[src/rtl/act_issue_sched.sv]
// ---------------------------------------------------------------------------
// act_issue_sched
//
// Issue scheduler in front of the tanh/sigmoid CORDIC activation unit. A
// length-tagged vector is accepted one element per cycle from a valid/ready
// source. Tanh/sigmoid elements are driven into the unit. Bypass/ReLU elements
// are computed locally and carried down a matching delay line, so results
// leave in issue order. The unit's pipeline cannot stall, so each issue
// reserves an output FIFO slot up front. The scheduler only issues while
// (fifo_count + inflight) is below FIFO_DEPTH.
//
// Optional feature: define ACT_SAT_CLAMP_EN to saturate tanh/sigmoid operands
// to [-SAT_LIMIT, +SAT_LIMIT] before they reach the unit. This keeps the
// unit's exp stage from overflowing. Bypass and ReLU are never clamped.
//
// Ports:
//   sys_clk, sys_rst_n    clock, asynchronous active-low reset
//   start                 one-cycle start pulse, accepted only when idle
//   cfg_mode, cfg_len     10 tanh, 01 sigmoid, 00 bypass, 11 ReLU; element count
//   busy, done            busy in RUN/DRAIN; done pulses after the last accept
//   in_data/valid/ready   operand stream
//   act_x, act_algorithm  operand and algorithm driven into the unit
//   act_rho               result from the unit, PIPE_LATENCY after act_x
//   out_data/valid/ready  result stream from the output FIFO
// ---------------------------------------------------------------------------
module act_issue_sched #(
    parameter int DATA_WIDTH   = 32,
    parameter int FRAC_WIDTH   = 16,
    parameter int PIPE_LATENCY = 28,
    parameter int FIFO_DEPTH   = 16,
    parameter logic [DATA_WIDTH-1:0] SAT_LIMIT = DATA_WIDTH'(8) << FRAC_WIDTH
) (
    input  logic                  sys_clk,
    input  logic                  sys_rst_n,
    input  logic                  start,
    input  logic [1:0]            cfg_mode,
    input  logic [15:0]           cfg_len,
    output logic                  busy,
    output logic                  done,
    input  logic [DATA_WIDTH-1:0] in_data,
    input  logic                  in_valid,
    output logic                  in_ready,
    output logic [DATA_WIDTH-1:0] act_x,
    output logic [1:0]            act_algorithm,
    input  logic [DATA_WIDTH-1:0] act_rho,
    output logic [DATA_WIDTH-1:0] out_data,
    output logic                  out_valid,
    input  logic                  out_ready
);

    localparam logic [1:0] MODE_SIGMOID = 2'b01;
    localparam logic [1:0] MODE_TANH    = 2'b10;
    localparam logic [1:0] MODE_RELU    = 2'b11;

    localparam int AW = $clog2(FIFO_DEPTH);
    localparam int CW = AW + 1;
    localparam logic [CW:0] DEPTH_C = (CW+1)'(FIFO_DEPTH);

    localparam logic signed [DATA_WIDTH-1:0] SAT_POS = SAT_LIMIT;
    localparam logic signed [DATA_WIDTH-1:0] SAT_NEG = -SAT_LIMIT;

`ifdef ACT_SAT_CLAMP_EN
    localparam bit CLAMP_EN = 1'b1;
`else
    localparam bit CLAMP_EN = 1'b0;
`endif

    typedef enum logic [1:0] {
        S_IDLE,
        S_RUN,
        S_DRAIN,
        S_DONE
    } state_t;

    state_t          state;
    logic [1:0]      mode_q;
    logic [15:0]     len_q;
    logic [15:0]     issued;
    logic [15:0]     accepted;

    logic            issue;
    logic            out_fire;
    logic            uses_unit;
    logic [CW-1:0]   inflight;
    logic [CW-1:0]   fifo_count;
    logic [AW-1:0]   wr_ptr;
    logic [AW-1:0]   rd_ptr;
    logic [CW:0]     credit_used;

    logic [DATA_WIDTH-1:0] clamped_x;
    logic [DATA_WIDTH-1:0] unit_x;
    logic [DATA_WIDTH-1:0] local_x;

    logic [PIPE_LATENCY:0]  dly_vld;
    logic [PIPE_LATENCY:0]  dly_unit;
    logic [DATA_WIDTH-1:0]  dly_data [0:PIPE_LATENCY];

    logic                   fifo_wr;
    logic [DATA_WIDTH-1:0]  fifo_wdata;
    logic [DATA_WIDTH-1:0]  fifo_mem [0:FIFO_DEPTH-1];

    // A slot is reserved per issue. Every element in flight is guaranteed a
    // FIFO entry when it reaches the tail of the delay line.
    assign credit_used = {1'b0, fifo_count} + {1'b0, inflight};
    assign in_ready    = (state == S_RUN) && (issued < len_q) && (credit_used < DEPTH_C);
    assign issue       = in_valid && in_ready;
    assign out_valid   = (fifo_count != '0);
    assign out_fire    = out_valid && out_ready;
    assign out_data    = out_valid ? fifo_mem[rd_ptr] : '0;
    assign uses_unit   = (mode_q == MODE_TANH) || (mode_q == MODE_SIGMOID);

    assign fifo_wr     = dly_vld[PIPE_LATENCY];
    assign fifo_wdata  = dly_unit[PIPE_LATENCY] ? act_rho : dly_data[PIPE_LATENCY];

    // Saturate the operand for the unit. The clamp is always computed; the
    // build-time switch decides whether the unit actually sees it.
    always_comb begin
        clamped_x = in_data;
        if ($signed(in_data) > SAT_POS) begin
            clamped_x = SAT_POS;
        end else if ($signed(in_data) < SAT_NEG) begin
            clamped_x = SAT_NEG;
        end
    end

    assign unit_x  = CLAMP_EN ? clamped_x : in_data;
    assign local_x = ((mode_q == MODE_RELU) && in_data[DATA_WIDTH-1]) ? '0 : in_data;

    // Control FSM. The transition into DONE from DRAIN raises done on the same
    // edge as the last accept, so done follows that handshake by one cycle.
    // The zero-length path enters DONE with done still low, and DONE toggles
    // it. This produces a single pulse one cycle later in either case.
    always_ff @(posedge sys_clk or negedge sys_rst_n) begin
        if (!sys_rst_n) begin
            state    <= S_IDLE;
            mode_q   <= '0;
            len_q    <= '0;
            issued   <= '0;
            accepted <= '0;
            busy     <= 1'b0;
            done     <= 1'b0;
        end else begin
            case (state)
                S_IDLE: begin
                    done <= 1'b0;
                    if (start) begin
                        mode_q   <= cfg_mode;
                        len_q    <= cfg_len;
                        issued   <= '0;
                        accepted <= '0;
                        if (cfg_len == 16'd0) begin
                            state <= S_DONE;
                        end else begin
                            state <= S_RUN;
                            busy  <= 1'b1;
                        end
                    end
                end
                S_RUN: begin
                    if (issue) begin
                        issued <= issued + 16'd1;
                        if (issued + 16'd1 == len_q) begin
                            state <= S_DRAIN;
                        end
                    end
                    if (out_fire) begin
                        accepted <= accepted + 16'd1;
                    end
                end
                S_DRAIN: begin
                    if (out_fire) begin
                        accepted <= accepted + 16'd1;
                        if (accepted + 16'd1 == len_q) begin
                            state <= S_DONE;
                            busy  <= 1'b0;
                            done  <= 1'b1;
                        end
                    end
                end
                S_DONE: begin
                    done  <= ~done;
                    state <= S_IDLE;
                end
                default: begin
                    state <= S_IDLE;
                end
            endcase
        end
    end

    // Unit operand register. The unit sees zeros whenever nothing is being
    // issued to it. This includes cycles that issue bypass/ReLU elements.
    always_ff @(posedge sys_clk or negedge sys_rst_n) begin
        if (!sys_rst_n) begin
            act_x         <= '0;
            act_algorithm <= 2'b00;
        end else if (issue && uses_unit) begin
            act_x         <= unit_x;
            act_algorithm <= mode_q;
        end else begin
            act_x         <= '0;
            act_algorithm <= 2'b00;
        end
    end

    // Latency-matched delay line. Stage 0 lines up with act_x, and stage
    // PIPE_LATENCY lines up with the matching act_rho. Clearing the valids
    // on reset drops any unit results still in flight.
    always_ff @(posedge sys_clk or negedge sys_rst_n) begin
        if (!sys_rst_n) begin
            dly_vld  <= '0;
            dly_unit <= '0;
            for (int i = 0; i <= PIPE_LATENCY; i++) begin
                dly_data[i] <= '0;
            end
        end else begin
            dly_vld     <= {dly_vld[PIPE_LATENCY-1:0], issue};
            dly_unit    <= {dly_unit[PIPE_LATENCY-1:0], uses_unit};
            dly_data[0] <= local_x;
            for (int i = 1; i <= PIPE_LATENCY; i++) begin
                dly_data[i] <= dly_data[i-1];
            end
        end
    end

    // Count of elements between issue and FIFO write. It is added to
    // fifo_count to form the credit check.
    always_ff @(posedge sys_clk or negedge sys_rst_n) begin
        if (!sys_rst_n) begin
            inflight <= '0;
        end else begin
            case ({issue, fifo_wr})
                2'b10:   inflight <= inflight + CW'(1);
                2'b01:   inflight <= inflight - CW'(1);
                default: inflight <= inflight;
            endcase
        end
    end

    // FIFO pointers and occupancy. Writing while full cannot happen because
    // of the credit check. A read needs out_valid, so a write into an empty
    // FIFO always simply becomes visible on the next cycle.
    always_ff @(posedge sys_clk or negedge sys_rst_n) begin
        if (!sys_rst_n) begin
            wr_ptr     <= '0;
            rd_ptr     <= '0;
            fifo_count <= '0;
        end else begin
            if (fifo_wr) begin
                wr_ptr <= wr_ptr + 1'b1;
            end
            if (out_fire) begin
                rd_ptr <= rd_ptr + 1'b1;
            end
            case ({fifo_wr, out_fire})
                2'b10:   fifo_count <= fifo_count + CW'(1);
                2'b01:   fifo_count <= fifo_count - CW'(1);
                default: fifo_count <= fifo_count;
            endcase
        end
    end

    // FIFO storage. It has no reset because out_data is masked while the
    // FIFO is empty.
    always_ff @(posedge sys_clk) begin
        if (fifo_wr) begin
            fifo_mem[wr_ptr] <= fifo_wdata;
        end
    end

endmodule

[config.mk]
export PLATFORM = sky130hd
export DESIGN_NAME = act_issue_sched
export DESIGN_NICKNAME = d
export VERILOG_FILES = /design/src/rtl/act_issue_sched.sv
export SDC_FILE = /design/constraint.sdc
export NUM_CORES = 1
export LEC_CHECK = 0
export ABC_CLOCK_PERIOD_IN_PS = 4100
export CORE_ASPECT_RATIO = 1.4
export CORE_MARGIN = 3
export CORE_UTILIZATION = 50
export DETAILED_ROUTE_END_ITERATION = 6
export HOLD_SLACK_MARGIN = 0.08
export PLACE_DENSITY_LB_ADDON = 0.12
export SLEW_MARGIN = 5
export SYNTH_ARGS = -nofsm -noshare
export SYNTH_HDL_FRONTEND = slang
export SYNTH_SLANG_ARGS = --single-unit
[constraint.sdc]
create_clock -name sys_clk -period 4.1 [get_ports sys_clk]
set_clock_uncertainty 0.1 [all_clocks]
set_input_delay 0.82 -clock sys_clk [delete_from_list [all_inputs] [get_ports sys_clk]]
set_output_delay 0.82 -clock sys_clk [all_outputs]
set_load 0.02 [all_outputs]
==> results of run 1 <==
## stage by stage
step	area (µm²)	power, mW
6_report	60000	38.4
5_1_grt	60000	40.2
4_1_cts	60000	39.0
3_5_place_dp	54600	24.6
3_3_place_gp	54600	24.4
2_1_floorplan	50900	22.2
## worst max-delay path by stage
stage           startpoint         endpoint  slack, ns  cells past startpoint
2_1_floorplan  dly_vld[28]  fifo_mem[11][0]       0.38                      3
3_3_place_gp    issued[11]      inflight[4]       0.31                     13
3_5_place_dp    issued[11]      inflight[4]       0.29                     13
4_1_cts          rd_ptr[0]      out_data[2]     0.0003                      7
5_1_grt           len_q[9]         in_ready     0.0009                      8
6_report         rd_ptr[0]     out_data[11]       0.11                      7
## cells in the final DEF, fill, tap and decap left out, types with 9 or more instances in the layout
cell type           n
dfrtp_1          1088
edfxtp_1          512
mux4_2            160
clkbuf_16         153
clkdlybuf4s50_1   122
buf_4              73
mux2_2             52
and2_1             44
nand2_1            43
o21ai_0            43
and3_1             40
ha_1               40
nor2b_1            39
xnor2_1            39
inv_1              34
clkbuf_1           29
nor2_1             27
clkinv_2           25
clkbuf_8           21
nand4_1            18
bufinv_16          17
a21oi_1            16
xor2_1             16
nand3_1            15
buf_12             15
o31ai_1            14
and2_2             12
dlygate4sd2_1      12
clkdlybuf4s15_2    10
a31oi_1             9
## per-layer routing
| layer | share of wire, % | up-vias | GRT usage, % |
|---|---|---|---|
| li1 | - | 9527 | - |
| met3 | 5.1 | 163 | 4.07 |
| met1 | 40 | 11938 | 23.8 |
| met5 | 0.015 | - | 0 |
| met4 | 2.2 | 2 | 5.34 |
| met2 | 52 | 579 | 29.7 |
## flip-flops by register name, indices dropped and copies added (netlist names), 16 cells and up
signal,flops
len_q,16
dly_unit,29
dly_vld,29
accepted,16
act_x,32
issued,16
dly_data,928
fifo_mem,512
## what timing repair did
item	4_1_cts	5_1_grt
endpoints found under the setup margin	33	16
cloned	4	0
gates resized for setup	87	14
hold endpoints to repair	63	0
hold buffers	1	0
pin swaps	1	0
setup buffers	15	5
## cells by family after synthesis
logic type / count (synthesis)
buf+inv: 118
fa+ha+maj: 42
mux: 212
xor+xnor: 55
compound gates: 125
flops: 1604
simple gates: 293
## report_power, final
part	internal [mW]	leakage (nW)	switching, mW	total, mW
clock	8.34	2.50	5.66	14.0
combinational	3.27	4.00	3.16	6.43
sequential	17.4	17.6	0.573	18.0
## critical path: cells and delay by family (launching register included)
family	cells	cell delay, ns
multiplexers	2	1.03
flip-flops	1	0.47
buffers and inverters	4	0.67
AND/OR/NAND/NOR	1	0.16
## area by class of cell
class | count | share of cell area [%]
Tap cell | 1320 | 2.75
Clock inverter | 62 | 1.37
Sequential cell | 1604 | 71.2
Antenna cell | 1 | 0.00417
Inverter | 35 | 0.219
Timing Repair Buffer | 257 | 4.39
Clock buffer | 205 | 7.07
Multi-Input combinational cell | 727 | 13.0
==> reports/results.tsv, run 1 <==
stage	metric	value	unit
global_routing	Remaining Overflow, GRT	0	
sta	Rel. slew slack	21.0	%
sta	hold_ws	0.235	ns
setup_path	reg2reg end	inflight[4]	
power_and_ir_drop	P_leak	24.1	nW
setup_path	Slowest-stage cell, CP	mux4_2	
floorplanning	Die X	276	µm
logic_synthesis	post-synthesis mux area share	8.23	%
cells_and_area	final std cells w/o fill	4211	
setup_path	reg-to-reg startpoint	len_q[9]	
logic_synthesis	share of Yosys cell area claimed by the top area cell type	53.7	%
setup_path	nature of the critical path endpoint	output port	
sta	Fin. Hold Viols	0	
power_and_ir_drop	Cell Pwr Density	640	mW/mm²
clock_tree	total CTS buffers	146	
clock_tree	clock buffer depth	3	
logic_synthesis	most frequent cells after synthesis	1092 x dfrtp_1, 512 x edfxtp_1, 160 x mux4_2	
clock_tree	Worst-path clk slew	0.06	ns
power_and_ir_drop	worst vdd ir	0.429	mV
routing	Via-to-Cell Ratio	5.27	
sta	fmax	250	MHz
cells_and_area	ratio of cells with drive above 1 in the final layout	20.9	%
hold_path	Hold WC Path Type	reg -> reg	
sta	clock period minus worst slack	3.99	ns
logic_synthesis	Async SR Flop Fraction	68.1	%
cells_and_area	FILL cells	7232	
global_routing	initial antenna violation count	4	
logic_synthesis	Syn Inst Count	2449	
clock_tree	CTS tree	done	
sta	setup ws final	0.105	ns
floorplanning	die area	0.106	mm²
routing	First DRT Iteration DRCs	1639	
routing	Routed WL	89.3	mm
global_routing	first-pass GRT wire length	142	mm
sta	post-route setup TNS	0	ns
logic_synthesis	number of synthesized flops with an enable pin	512	
sta	actual transition at the worst max-transition pin	1.19	ns
place	Placed Cells	3919	
clock_tree	H-tree lvl count	4	
logic_synthesis	Mapped Area	0.0509	mm²
logic_synthesis	most frequent cell after synthesis	dfrtp_1	
setup_path	Reg2Reg Setup Slack	0.31	ns
status	status	complete, no violations	
setup_path	CP Launch Type	flip-flop	
logic_synthesis	compound-gate portion of the synthesized area	1.61	%
setup_path	CP Cell Sequence	buf_12 > buf_8 > buf_16 > mux4_2 > mux4_2 > nor2b_1 > clkdlybuf4s15_2	
routing	DR WL/cell	21.2	µm
cells_and_area	multi-input logic area	0.00780	mm²
cells_and_area	nets@finish	2900	
place	I/O Buffers	156	
hold_path	Endpoint, Worst Hold	dly_data[173]	
logic_synthesis	register area share after synthesis	83.9	%
setup_path	worst path required time	3.18	ns
place	post-DP HPWL	50.1	mm
setup_path	Reg2Reg Depth	14	
floorplanning	# IOs	157	
run	MaxCap Viol Count	0	
clock_tree	Worst-Skew Late Latency	0.74	ns
logic_synthesis	Yosys top cell by area	dfrtp_1	
logic_synthesis	largest family of logic cells by synthesized area	multiplexers	
sta	unrepaired setup endpoints after global routing	false	
sta	Finish-stage setup viols	0	
hold_path	Hold Crit Depth	0	
setup_path	Crit Path Class	reg -> out	
logic_synthesis	Ys Warns	0	
clock_tree	CTS root buffer	clkbuf_16	
global_routing	GRT Resource Usage Total	17.9	%
routing	vias	22209	
setup_path	CP max stage delay	0.53	ns
floorplanning	Cell Rows	137	
routing	drc violations	0	
logic_synthesis	syn nets	2578	
logic_synthesis	ys flop type	dfrtp_1	
logic_synthesis	area share of xor/xnor cells in the synthesized design	0.946	%
sta	fin crit share	97.4	%
clock_tree	CTS Sinks	1604	
hold_path	hold wc startpoint	dly_data[205]	
cells_and_area	area delta synth->final	17.8	%
logic_synthesis	syn avg cell area	20.8	µm²
logic_synthesis	adder-cell share of the synthesized area	1.06	%
floorplanning	core area	0.100	mm²
place	post-place setup slack	0.288	ns
logic_synthesis	simple-gate share of the synthesized area	3.36	%
floorplanning	Initial Util	50.8	%
cells_and_area	Util after Layout	59.8	%
cells_and_area	Reg area	0.0427	mm²
logic_synthesis	number of synthesized register bits	1604	
global_routing	vias in the first global route	24161	
setup_path	Worst EP arrival	3.07	ns
setup_path	CP most frequent cell	mux4_2	
logic_synthesis	Synth cell types	64	
routing	1st-pass router iterations	5	
logic_synthesis	ranking of synthesized cells by area	dfrtp_1 54%, edfxtp_1 30%, mux4_2 7.1%, mux2_2 1.2%, ha_1 0.98%	
floorplanning	die height	384	µm
setup_path	CP Max Fanout	7	
place	GP Congestion	0.874	
sta	Final Max Slew Viols	0	
global_routing	largest net degree at the start of global routing	109	
routing	Post-DRT Antenna Nets	0	
No activity file was read; power rests on OpenSTA's default activity.
==> run 2: changes to the inputs <==
--- a/config.mk
+++ b/config.mk
@@ -16,3 +16,4 @@
 export SYNTH_ARGS = -nofsm -noshare
 export SYNTH_HDL_FRONTEND = slang
 export SYNTH_SLANG_ARGS = --single-unit
+export TNS_END_PERCENT = 5
==> run 2 against run 1 <==
Against the previous run:
- utilization decreased by 0.22 points
- count of clock-buffer cells in the layout unchanged
- worst setup slack got worse by 0.043 ns
- largest cell class unchanged
- fmax decreased by 1.1%
- critical path type unchanged
- die area unchanged
- sequential share of layout area increased by 0.27 points
- hold slack about the same
- power decreased by 0.70%
- combinational power decreased by 4.2%
- cell count decreased by 0.40%
- register-to-register slack got worse by 0.02 ns
==> reports/results.tsv, run 2 (synthesized netlist as in run 1, its figures left out) <==
stage	metric	value	unit	change
cells_and_area	Largest regs	dly_data (928), fifo_mem (512), act_x (32)		unchanged
cells_and_area	max reg flops	928		unchanged
setup_path	CP Launch Type	flip-flop		unchanged
floorplanning	Initial Util	50.8	%	unchanged
cells_and_area	commonest non-fill, non-tap cell in the layout	dfrtp_1		unchanged
sta	hold_ws	0.235	ns	about the same
cells_and_area	Reg with most FFs	dly_data		unchanged
clock_tree	CTS tree	done		unchanged
power_and_ir_drop	worst vdd ir	0.390	mV	was 0.429 mV
floorplanning	# IOs	157		unchanged
status	status	complete, no violations		unchanged
place	GP Congestion	0.874		unchanged
setup_path	CP max stage delay	0.52	ns	was 0.53 ns
sta	unrepaired setup endpoints after global routing	true		was false
floorplanning	Cell Rows	137		unchanged
routing	Routed WL	88.7	mm	was 89.3 mm
clock_tree	Worst-path clk slew	0.06	ns	about the same
cells_and_area	ratio of cells with drive above 1 in the final layout	20.1	%	was 20.9%
global_routing	Remaining Overflow, GRT	0		unchanged
clock_tree	total CTS buffers	146		unchanged
setup_path	Reg2Reg Depth	13		was 14
cells_and_area	area delta synth->final	17.4	%	was 17.8%
sta	clock period minus worst slack	4.04	ns	was 3.99 ns
routing	1st-pass router iterations	5		unchanged
setup_path	worst path required time	3.18	ns	about the same
hold_path	Hold Crit Depth	0		unchanged
cells_and_area	FILL cells	7246		was 7232
power_and_ir_drop	P_leak	24.0	nW	was 24.1 nW
floorplanning	die height	384	µm	unchanged
global_routing	first-pass GRT wire length	141	mm	was 142 mm
setup_path	Worst EP arrival	3.12	ns	was 3.07 ns
sta	fmax	248	MHz	was 250 MHz
cells_and_area	final std cells w/o fill	4194		was 4211
global_routing	GRT Resource Usage Total	17.8	%	was 17.9%
sta	Fin. Hold Viols	0		unchanged
routing	DR WL/cell	21.2	µm	about the same
sta	actual transition at the worst max-transition pin	1.18	ns	was 1.19 ns
place	Placed Cells	3919		unchanged
global_routing	largest net degree at the start of global routing	109		unchanged
clock_tree	CTS root buffer	clkbuf_16		unchanged
sta	Finish-stage setup viols	0		unchanged
cells_and_area	Reg area	0.0427	mm²	unchanged
setup_path	CP Max Fanout	13		was 7
cells_and_area	nets@finish	2883		was 2900
cells_and_area	multi-input logic area	0.00779	mm²	was 0.00780 mm²
routing	vias	22129		was 22209
clock_tree	CTS Sinks	1604		unchanged
setup_path	Crit Path Class	reg -> out		unchanged
routing	First DRT Iteration DRCs	1551		was 1639
global_routing	vias in the first global route	24065		was 24161
place	I/O Buffers	156		unchanged
sta	Final Max Slew Viols	0		unchanged
place	post-DP HPWL	50.1	mm	unchanged
routing	Post-DRT Antenna Nets	0		unchanged
sta	setup ws final	0.0626	ns	was 0.105 ns
setup_path	nature of the critical path endpoint	output port		unchanged
global_routing	initial antenna violation count	4		unchanged
routing	Via-to-Cell Ratio	5.28		was 5.27
cells_and_area	most frequent cells in the layout	1088 x dfrtp_1, 512 x edfxtp_1, 160 x mux4_2, 153 x clkbuf_16, 122 x clkdlybuf4s50_1		unchanged
setup_path	Reg2Reg Setup Slack	0.29	ns	was 0.31 ns
clock_tree	H-tree lvl count	4		unchanged
floorplanning	core area	0.100	mm²	unchanged
place	post-place setup slack	0.288	ns	unchanged
clock_tree	Worst-Skew Late Latency	0.74	ns	about the same
hold_path	Hold WC Path Type	reg -> reg		unchanged
clock_tree	clock buffer depth	3		unchanged
power_and_ir_drop	Cell Pwr Density	638	mW/mm²	was 640 mW/mm²
floorplanning	Die X	276	µm	unchanged
setup_path	CP Cell Sequence	buf_12 > buf_12 > mux4_2 > mux4_2 > nor2b_1 > dlygate4sd2_1		was buf_12 > buf_8 > buf_16 > mux4_2 > mux4_2 > nor2b_1 > clkdlybuf4s15_2
setup_path	Slowest-stage cell, CP	mux4_2		unchanged
run	MaxCap Viol Count	0		unchanged
routing	drc violations	0		unchanged
sta	Rel. slew slack	21.0	%	about the same
floorplanning	die area	0.106	mm²	unchanged
sta	fin crit share	98.5	%	was 97.4%
run 2: layout make-up:
class                           instances  area share (%)
Sequential cell                      1604            71.5
Multi-Input combinational cell        727            13.0
Clock buffer                          205            7.10
Timing Repair Buffer                  240            4.04
Tap cell                             1320            2.76
Clock inverter                         62            1.37
Inverter                               35           0.220
Antenna cell                            1         0.00419
run 2: worst paths after layout:
path	start	endpoint
min in group asynchronous	sys_rst_n	dly_data[924]
max in group asynchronous	sys_rst_n	dly_data[146]
setup / recovery	rd_ptr[0]	out_data[4]
setup reg to reg	issued[11]	inflight[4]
hold reg to reg	dly_data[309]	dly_data[277]
hold / removal	dly_data[309]	dly_data[277]
run 2: metal layers:
metal | track usage [%] | part of all wire (%) | routed length, µm | vias up
met4 | 5.27 | 2.2 | 1940 | 2
met5 | 0 | 0.015 | 13 | -
met1 | 23.6 | 40 | 35800 | 11888
li1 | - | - | - | 9480
met3 | 4.05 | 5.3 | 4730 | 161
met2 | 29.5 | 52 | 46300 | 598
run 2: through the flow:
step           utilization (%)  setup TNS [ns]  power, mW  area, µm²
4_1_cts                   59.6          -0.342       38.8      59800
3_3_place_gp              54.4               0       24.4      54600
2_1_floorplan                -               0       22.2      50900
3_5_place_dp              54.4               0       24.6      54600
6_report                  59.6               0       38.2      59800
5_1_grt                   59.6          -0.586       39.9      59800
run 2: critical path, delay by kind of cell, from the launching register on:
kind                   cells  cell delay, ns
multiplexers               2            1.02
AND/OR/NAND/NOR            1            0.15
buffers and inverters      3            0.68
flip-flops                 1            0.51
run 2: power breakdown:
part	leakage, nW	internal, mW	switching (mW)
Combinational	3.91	3.07	3.08
Sequential	17.6	17.4	0.569
Clock	2.50	8.34	5.67
run 2: timing repair:
| item | CTS | global route |
|---|---|---|
| gates cloned | 2 | 0 |
| endpoints found under the setup margin | 33 | 25 |
| setup buffers | 4 | 0 |
| resized for setup | 60 | 17 |
| hold buffers | 1 | 0 |
| endpoints found under the hold margin | 63 | 0 |
| pin swaps | 0 | 0 |
